File: config.mk
export PLATFORM = sky130hd
export DESIGN_NAME = instr_fetch_unit_flat
export DESIGN_NICKNAME = d
export VERILOG_FILES = /design/src/rtl/instr_fetch_unit_if.sv /design/src/rtl/instr_fetch_unit.sv /design/src/flat_wrapper.sv
export SDC_FILE = /design/constraint.sdc
export NUM_CORES = 1
export LEC_CHECK = 0
export CORE_ASPECT_RATIO = 0.75
export CORE_UTILIZATION = 45
export DETAILED_ROUTE_END_ITERATION = 16
export GPL_TIMING_DRIVEN = 0
export PLACE_DENSITY = 0.95
export RECOVER_POWER = 25
export SYNTH_ARGS = -nofsm -noshare
export SYNTH_HDL_FRONTEND = slang
export SYNTH_SLANG_ARGS = --single-unit
File: constraint.sdc
create_clock -name clk -period 3.25 [get_ports clk]
set_input_delay 0.65 -clock clk [delete_from_list [all_inputs] [get_ports clk]]
set_output_delay 0.65 -clock clk [all_outputs]
set_load 0.02 [all_outputs]
File: src/rtl/instr_fetch_unit_if.sv
// Fetch-stage bus bundle: instruction memory port, decode handshake and execute redirect.
// The misalign_err signal exists only when IFU_MISALIGN_TRAP_EN is defined.
interface instr_fetch_unit_if #(
    parameter int unsigned PC_WIDTH = 32
);
    logic                imem_req;
    logic [PC_WIDTH-1:0] imem_addr;
    logic                imem_rvalid;
    logic [31:0]         imem_rdata;
    logic                instr_valid;
    logic                instr_ready;
    logic [31:0]         instr;
    logic [6:0]          opcode;
    logic [PC_WIDTH-1:0] pc;
    logic                redirect;
    logic [PC_WIDTH-1:0] redirect_pc;
`ifdef IFU_MISALIGN_TRAP_EN
    logic                misalign_err;
`endif

    modport master (
        output imem_req, imem_addr, instr_valid, instr, opcode, pc,
`ifdef IFU_MISALIGN_TRAP_EN
        output misalign_err,
`endif
        input  imem_rvalid, imem_rdata, instr_ready, redirect, redirect_pc
    );

    modport slave (
        input  imem_req, imem_addr, instr_valid, instr, opcode, pc,
`ifdef IFU_MISALIGN_TRAP_EN
        input  misalign_err,
`endif
        output imem_rvalid, imem_rdata, instr_ready, redirect, redirect_pc
    );
endinterface

File: src/rtl/instr_fetch_unit.sv
// Instruction fetch stage: PC, single outstanding imem request, instruction register, decode handshake.
// Optional IFU_MISALIGN_TRAP_EN: misaligned redirect raises sticky misalign_err and parks fetch in IDLE.
module instr_fetch_unit #(
    parameter int unsigned          PC_WIDTH  = 32,
    parameter logic [PC_WIDTH-1:0]  RESET_PC  = '0,
    parameter logic [31:0]          NOP_INSTR = 32'h0000_0013
) (
    input  logic               clk,
    input  logic               rst_n,
    instr_fetch_unit_if.master bus
);
    typedef enum logic [1:0] {
        IDLE = 2'd0,
        REQ  = 2'd1,
        WAIT = 2'd2,
        HOLD = 2'd3
    } state_e;

    state_e              state_q, state_d;
    logic [PC_WIDTH-1:0] pc_q, pc_d;
    logic [31:0]         instr_q, instr_d;
    logic                kill_q, kill_d;
    logic [PC_WIDTH-1:0] redirect_tgt_c;
    logic                imem_req_c;
    logic                instr_valid_c;

`ifdef IFU_MISALIGN_TRAP_EN
    logic misalign_q, misalign_d;
    logic bad_redirect_c;
    assign bad_redirect_c = bus.redirect && (bus.redirect_pc[1:0] != 2'b00);
    assign redirect_tgt_c = bus.redirect_pc;
`else
    assign redirect_tgt_c = bus.redirect_pc & ~PC_WIDTH'(3);
`endif

    // State register
    always_ff @(posedge clk) begin
        if (!rst_n) begin
            state_q <= IDLE;
        end else begin
            state_q <= state_d;
        end
    end

    // Datapath registers
    always_ff @(posedge clk) begin
        if (!rst_n) begin
            pc_q    <= RESET_PC;
            instr_q <= NOP_INSTR;
            kill_q  <= 1'b0;
        end else begin
            pc_q    <= pc_d;
            instr_q <= instr_d;
            kill_q  <= kill_d;
        end
    end

`ifdef IFU_MISALIGN_TRAP_EN
    always_ff @(posedge clk) begin
        if (!rst_n) begin
            misalign_q <= 1'b0;
        end else begin
            misalign_q <= misalign_d;
        end
    end
`endif

    // Next-state and datapath update
    always_comb begin
        state_d = state_q;
        pc_d    = pc_q;
        instr_d = instr_q;
        kill_d  = kill_q;
`ifdef IFU_MISALIGN_TRAP_EN
        misalign_d = misalign_q;
`endif
        case (state_q)
            IDLE: begin
                state_d = REQ;
                if (bus.redirect) pc_d = redirect_tgt_c;
            end
            REQ: begin
                state_d = WAIT;
                if (bus.redirect) begin
                    pc_d   = redirect_tgt_c;
                    kill_d = 1'b1;
                end
            end
            WAIT: begin
                // A redirect that coincides with rvalid consumes that response itself
                if (bus.redirect) begin
                    pc_d = redirect_tgt_c;
                    if (bus.imem_rvalid) begin
                        kill_d  = 1'b0;
                        state_d = REQ;
                    end else begin
                        kill_d = 1'b1;
                    end
                end else if (bus.imem_rvalid) begin
                    if (kill_q) begin
                        kill_d  = 1'b0;
                        state_d = REQ;
                    end else begin
                        instr_d = bus.imem_rdata;
                        state_d = HOLD;
                    end
                end
            end
            HOLD: begin
                if (bus.redirect) begin
                    pc_d    = redirect_tgt_c;
                    instr_d = NOP_INSTR;
                    state_d = REQ;
                end else if (bus.instr_ready) begin
                    pc_d    = pc_q + PC_WIDTH'(4);
                    state_d = REQ;
                end
            end
            default: state_d = IDLE;
        endcase
`ifdef IFU_MISALIGN_TRAP_EN
        if (bad_redirect_c) begin
            pc_d       = pc_q;
            instr_d    = instr_q;
            kill_d     = 1'b0;
            misalign_d = 1'b1;
            state_d    = IDLE;
        end
        if (misalign_q) state_d = IDLE;
`endif
    end

    // Moore outputs decoded from the state register
    always_comb begin
        imem_req_c    = 1'b0;
        instr_valid_c = 1'b0;
        case (state_q)
            REQ:     imem_req_c    = 1'b1;
            HOLD:    instr_valid_c = 1'b1;
            default: ;
        endcase
    end

    assign bus.imem_req    = imem_req_c;
    assign bus.instr_valid = instr_valid_c;
    assign bus.imem_addr   = pc_q;
    assign bus.pc          = pc_q;
    assign bus.instr       = instr_q;
    assign bus.opcode      = instr_q[6:0];
`ifdef IFU_MISALIGN_TRAP_EN
    assign bus.misalign_err = misalign_q;
`endif

endmodule
File: src/flat_wrapper.sv
// flat-port wrapper written by rule: the top's interface ports become plain ports
module instr_fetch_unit_flat 
#(
    parameter int unsigned          PC_WIDTH  = 32,
    parameter logic [PC_WIDTH-1:0]  RESET_PC  = '0,
    parameter logic [31:0]          NOP_INSTR = 32'h0000_0013
)
  (clk, rst_n, bus_imem_req, bus_imem_addr, bus_instr_valid, bus_instr, bus_opcode, bus_pc, bus_imem_rvalid, bus_imem_rdata, bus_instr_ready, bus_redirect, bus_redirect_pc);
  instr_fetch_unit_if #(.PC_WIDTH(PC_WIDTH)) bus_i ();
  input  logic clk;
  input  logic rst_n;
  output wire logic [$bits(bus_i.imem_req)-1:0] bus_imem_req;
  output wire logic [$bits(bus_i.imem_addr)-1:0] bus_imem_addr;
  output wire logic [$bits(bus_i.instr_valid)-1:0] bus_instr_valid;
  output wire logic [$bits(bus_i.instr)-1:0] bus_instr;
  output wire logic [$bits(bus_i.opcode)-1:0] bus_opcode;
  output wire logic [$bits(bus_i.pc)-1:0] bus_pc;
  input wire logic [$bits(bus_i.imem_rvalid)-1:0] bus_imem_rvalid;
  input wire logic [$bits(bus_i.imem_rdata)-1:0] bus_imem_rdata;
  input wire logic [$bits(bus_i.instr_ready)-1:0] bus_instr_ready;
  input wire logic [$bits(bus_i.redirect)-1:0] bus_redirect;
  input wire logic [$bits(bus_i.redirect_pc)-1:0] bus_redirect_pc;
  assign bus_imem_req = bus_i.imem_req;
  assign bus_imem_addr = bus_i.imem_addr;
  assign bus_instr_valid = bus_i.instr_valid;
  assign bus_instr = bus_i.instr;
  assign bus_opcode = bus_i.opcode;
  assign bus_pc = bus_i.pc;
  assign bus_i.imem_rvalid = bus_imem_rvalid;
  assign bus_i.imem_rdata = bus_imem_rdata;
  assign bus_i.instr_ready = bus_instr_ready;
  assign bus_i.redirect = bus_redirect;
  assign bus_i.redirect_pc = bus_redirect_pc;
  instr_fetch_unit #(.PC_WIDTH(PC_WIDTH), .RESET_PC(RESET_PC), .NOP_INSTR(NOP_INSTR)) u_core (.clk(clk), .rst_n(rst_n), .bus(bus_i));
endmodule
==> results.yml, run 1 <==
status:
  status: "finished clean"
logic_synthesis:
  synth_edf_count: 0
  synth_commonest_cells: "dfxtp_1, nor2_1, buf_4, mux2i_1, nor2b_1"
  ys_types: 47
  synth_warnings: 0
  synth_area_leaders: "dfxtp_1, mux2i_1, buf_4"
  synth-main-ff-cell: "dfxtp_1"
  synth_area_leader_cell: "dfxtp_1"
  synth_top_area_share_pct: 35.3
  synth.most_common_cell: "dfxtp_1"
  avgSynthCellArea_um2: 8.34
  async_flop_share_pct: 0
  ys_ff_latch: 65
  synth-seq-area-share_pct: 35.3
  synthCells: 442
  synth_area_um2: 3690
timing:
  fin_tns_setup_ns: 0
  finClkSkew_ns: 0.00948
  slew_headroom_pct: 59.3
  whs_ns: 0.496
  finalSetupViolations: 0
  tightest_slew_ns: 0.610
  rsz0062_at_grt: "no"
  finalCriticalPeriod_ns: 2.71
  finalHoldViolCount: 0
  finalCritPeriodShare_pct: 83.3
  fmax_ghz: 0.369
  drv_slew: 0
drt:
  antenna_left: 0
  vias_per_cell: 5.61
  drt_iter0_markers: 328
  firstDrtPassIters: 6
  drcViolationCount: 0
  vias: 4113
  post_drt_wl_per_cell_um: 16.5
  totalWireLength_um: 12100
global_route:
  top_usage_layer: "met2"
  overflow: 0
  gr-usage-met1_pct: 35.5
  use_met3_pct: 7.63
  grt_usage_pct: 27.9
  antenna_found_initial: 0
  grt_pass1_vias: 3937
  use_met2_pct: 45.3
  grt_max_degree: 13
  grt_pass1_wl_um: 18800
critical_path:
  setup.worst_path.end_class: "flip-flop"
  worst_ep_required_time_ns: 3.49
  start_kind: "input port"
  timing.rr.start: "u_core.state_q[0]"
  critPathKind: "in2reg"
  arrival_ns: 2.95
  critical_path.startpoint: "bus_redirect"
  worst-path-max-fanout: 10
cells_and_area:
  nets: 697
  syn2layout_area_growth_pct: 55.4
  antennaDiodeCount: 0
  drive_above_1_share_pct: 11.3
  finish.instance_area_um2: 5730
clocking:
  clock-sinks: 65
  hold_buffers: 0
  post_cts_resized: 0
  numCtsBuffers: 9
  cts_tree: "done"
  h-tree-depth: 3
  clock-root-buffer: "clkbuf_8"
  cts_max_path_buffers: 2
  cts_setup_buffers: 0
  clk_pin_slew_ns: 0.08
  clk_latency_ns: 0.34
floorplanning:
  rows: 28
  dieArea_um2: 8560
  floorplan.initialDensity_pct: 46.6
  die_x_um: 107
  pin_count: 174
  core_um2: 7920
  fp.dieH_um: 80.4
worst_hold_path:
  min_from: "u_core.bus.instr[21]"
  min_path_type: "reg2reg"
place:
  post_dp_cell_area_um2: 5500
  dp.final_hpwl_um: 9100
  gp_congestion: 0.894
  port_buffers: 167
power_and_ir_drop:
  finalPower_mw: 2.14
  powerDensity_nw_per_um2: 373
  p_leak_nw: 2.47
  ir_drop_mv: 0.243
flow_run:
  maxCapViolCount: 0
where the power goes:
part | switching, mW | internal (mW) | leakage [nW]
combinational | 0.210 | 0.253 | 1.83
clock | 0.334 | 0.456 | 0.113
sequential | 0.0539 | 0.830 | 0.532
critical path: stages:
cell and delay [ns]:
dlygate4sd3_1 0.55, clkbuf_1 0.22, inv_1 0.22, clkbuf_1 0.39, clkbuf_1 0.53, o21ai_0 0.18, a31oi_1 0.22
per-stage QoR:
step | cells | utilization (%) | setup WS (ns)
2_1_floorplan | 445 | - | 1.08
3_3_place_gp | 717 | 69.5 | 0.473
3_5_place_dp | 717 | 69.5 | 0.345
4_1_cts | 733 | 72.4 | 0.679
5_1_grt | 733 | 72.4 | 0.388
6_report | 733 | 72.4 | 0.543
state kept, by name, summed over array words and instances, names as in the netlist:
signal / cells
u_core.bus.imem_addr: 30
u_core.bus.instr: 32
u_core.kill_q: 1
u_core.state_q: 2
logic make-up after synthesis:
group                    after synthesis  share of synthesized area, %
AND/OR/NAND/NOR                      178                          26.3
buffers and inverters                 77                          12.2
AO/OA/AOI/OAI                         75                          13.5
flip-flops                            65                          35.3
multiplexers                          35                          9.50
XOR/XNOR                               6                          1.43
adder cells (fa/ha/maj)                5                          1.70
other                                  1                         0.102
routing by layer:
metal | wire length [um] | up-vias
met1 | 4850 | 1897
met3 | 1380 | 24
met4 | 237 | 0
met2 | 5620 | 289
li1 | - | 1903
met5 | 0 | -
area by class of cell:
cell class	count	area, um2
Buffer	68	415
Clock buffer	10	138
Clock inverter	6	90.1
Sequential cell	65	1300
Tap cell	105	131
Multi-Input combinational cell	303	1950
Inverter	9	33.8
Fill cell	623	2190
Timing Repair Buffer	167	1670
worst paths after layout:
kind                              end  slack [ns]  cells past startpoint
max          u_core.bus.imem_addr[21]        0.54                      7
min              u_core.bus.instr[21]        0.50                      2
max reg2reg  u_core.bus.imem_addr[15]        0.79                      6
min reg2reg      u_core.bus.instr[21]        0.50                      2
placed cells by master, fill, tap and decap left out, drive strengths merged, types with 6 or more instances in the layout:
master         Yosys  final
clkdlybuf4s50      0    127
o31ai              7      7
mux2i             35     35
dlygate4sd3        0     40
clkbuf            22     32
inv                9     10
xnor2              6      6
buf               46     46
or4               10     10
and4               6      6
a211oi             7      7
nand2             22     22
nand3             16     16
dfxtp             65     65
a21oi              6      6
a31oi             11     11
a311oi             7      7
o21ai             25     25
nor3              10     10
nor2              43     43
nor2b             30     30
nor4               7      7
or3                6      6
nand4             11     11
(Power assumes the default switching activity.)
==> inputs of run 2 (changes only) <==
Settings changed: CORE_UTILIZATION 45 to 38, PLACE_DENSITY 0.95 to 0.88.
Clock period 3.25 ns to 2.3 ns, I/O delays scaled along.
==> run 2 against run 1 <==
First-iteration DRC count shrank 15%; critical path depth shrank 2; critical endpoint is now u_core.bus.imem_addr[30]; total power increased by 65%; largest cell class unchanged; global-route usage down 4.2 points; highest routed layer unchanged; worst setup slack worse by 0.49 ns; clock power increased by 110%; core utilization down 8.4 points; clock skew down 0.0052 ns.
==> results.yml, run 2 (synthesis results as in run 1) <==
floorplanning:
  die_x_um: 116
  fp.dieH_um: 87.3
  dieArea_um2: 10100
  floorplan.initialDensity_pct: 39.9
  pin_count: 174
  core_um2: 9230
  rows: 30
global_route:
  overflow: 0
  grt_pass1_wl_um: 18500
  antenna_found_initial: 0
  grt_usage_pct: 23.7
  grt_pass1_vias: 3732
  grt_max_degree: 13
timing:
  fin_ws_ns: 0.0551
  finalSetupViolations: 0
  finClkSkew_ns: 0.00432
  slew_headroom_pct: 60.0
  drv_slew: 0
  finalCriticalPeriod_ns: 2.24
  tightest_slew_ns: 0.599
  fmax_ghz: 0.445
  finalCritPeriodShare_pct: 97.6
  finalHoldViolCount: 0
critical_path:
  r2r_setup_slack_ns: 0.06
  setup.worst_path.end_class: "flip-flop"
  worst_ep_required_time_ns: 2.55
  start_kind: "flip-flop"
  worst-path-max-fanout: 6
  critPathKind: "reg2reg"
  arrival_ns: 2.49
drt:
  firstDrtPassIters: 5
  drt_iter0_markers: 279
  vias_per_cell: 5.31
  totalWireLength_um: 12400
  vias: 4020
  drcViolationCount: 0
  antenna_left: 0
  post_drt_wl_per_cell_um: 16.4
cells_and_area:
  largest_register_ffs: 32
  layout_common_cells: "clkdlybuf4s50_1, dfxtp_1, nor2_1, buf_4, dlygate4sd3_1"
  nets: 698
  mostFrequentLayoutCell: "clkdlybuf4s50_1"
  syn2layout_area_growth_pct: 60.3
  drive_above_1_share_pct: 12.7
  antennaDiodeCount: 0
power_and_ir_drop:
  p_leak_nw: 2.54
  powerDensity_nw_per_um2: 596
  ir_drop_mv: 0.450
  finalPower_mw: 3.52
status:
  status: "finished clean"
flow_run:
  maxCapViolCount: 0
worst_hold_path:
  min_path_type: "reg2reg"
clocking:
  clk_latency_ns: 0.32
  cts_max_path_buffers: 2
  numCtsBuffers: 9
  clock-sinks: 65
  clock-root-buffer: "clkbuf_16"
  h-tree-depth: 3
  cts_tree: "done"
  clk_pin_slew_ns: 0.06
place:
  port_buffers: 167
  dp.final_hpwl_um: 9360
  gp_congestion: 0.906
  dpl_worst_slack_ns: -0.395
[run 2: cell types whose count changed in the layout (fill, tap and decap cells not counted), sizes merged]
cell           previous run  this run
buf                      46        48
bufinv                    2         3
clkbuf                   32        31
clkdlybuf4s50           127       128
dlygate4sd3              40        39
inv                      10         9
[run 2: path summary, 6_finish.rpt]
path	startpoint	to	cells past startpoint
setup / recovery	u_core.bus.imem_addr[3]	u_core.bus.imem_addr[30]	5
hold reg to reg	u_core.bus.instr[15]	u_core.bus.instr[15]	2
setup reg to reg	u_core.bus.imem_addr[3]	u_core.bus.imem_addr[30]	5
hold / removal	u_core.bus.instr[15]	u_core.bus.instr[15]	2
[run 2: worst max-delay path, cell delays in order, from the launching register on]
cell	delay [ns]
dfxtp_1	0.43
ha_2	0.28
nand3_2	0.17
or4_1	0.64
or4_1	0.43
a211oi_1	0.22
[run 2: per-stage QoR]
stage / cell area [um2] / TNS, ns / hold slack [ns] / utilization, % / cells
6_report: 5910 / 0 / 0.486 / 64.0 / 757
5_1_grt: 5910 / -0.00737 / 0.516 / 64.0 / 757
4_1_cts: 5880 / 0 / 0.496 / 63.7 / 755
3_5_place_dp: 5530 / -7.27 / 0.482 / 59.9 / 740
3_3_place_gp: 5530 / -4.45 / 0.477 / 59.9 / 740
2_1_floorplan: 3700 / 0 / 0.477 / - / 445
[run 2: final cells by class]
class | count | area (um2)
Sequential cell | 65 | 1300
Multi-Input combinational cell | 303 | 1960
Tap cell | 128 | 160
Clock buffer | 10 | 239
Timing Repair Buffer | 169 | 1690
Clock inverter | 6 | 115
Fill cell | 828 | 3320
Inverter | 9 | 33.8
Buffer | 67 | 415
[run 2: what timing repair did]
action,CTS,global route
resized for setup,2,7
gates cloned,0,0
pin swaps,0,1
setup buffers,0,2
endpoints found under the setup margin,6,8
hold buffers,0,0
[run 2: metal layers]
layer	share of wire (%)	track usage, %
met3	8.4	5.01
met4	1.5	7.58
met5	0	0
met2	47	38.8
met1	44	31.3
[run 2: report_power, final]
part / internal (mW) / switching, mW / total, mW / leakage, nW
Sequential: 1.18 / 0.0778 / 1.25 / 0.532
Clock: 1.09 / 0.525 / 1.62 / 0.169
Combinational: 0.357 / 0.296 / 0.653 / 1.84
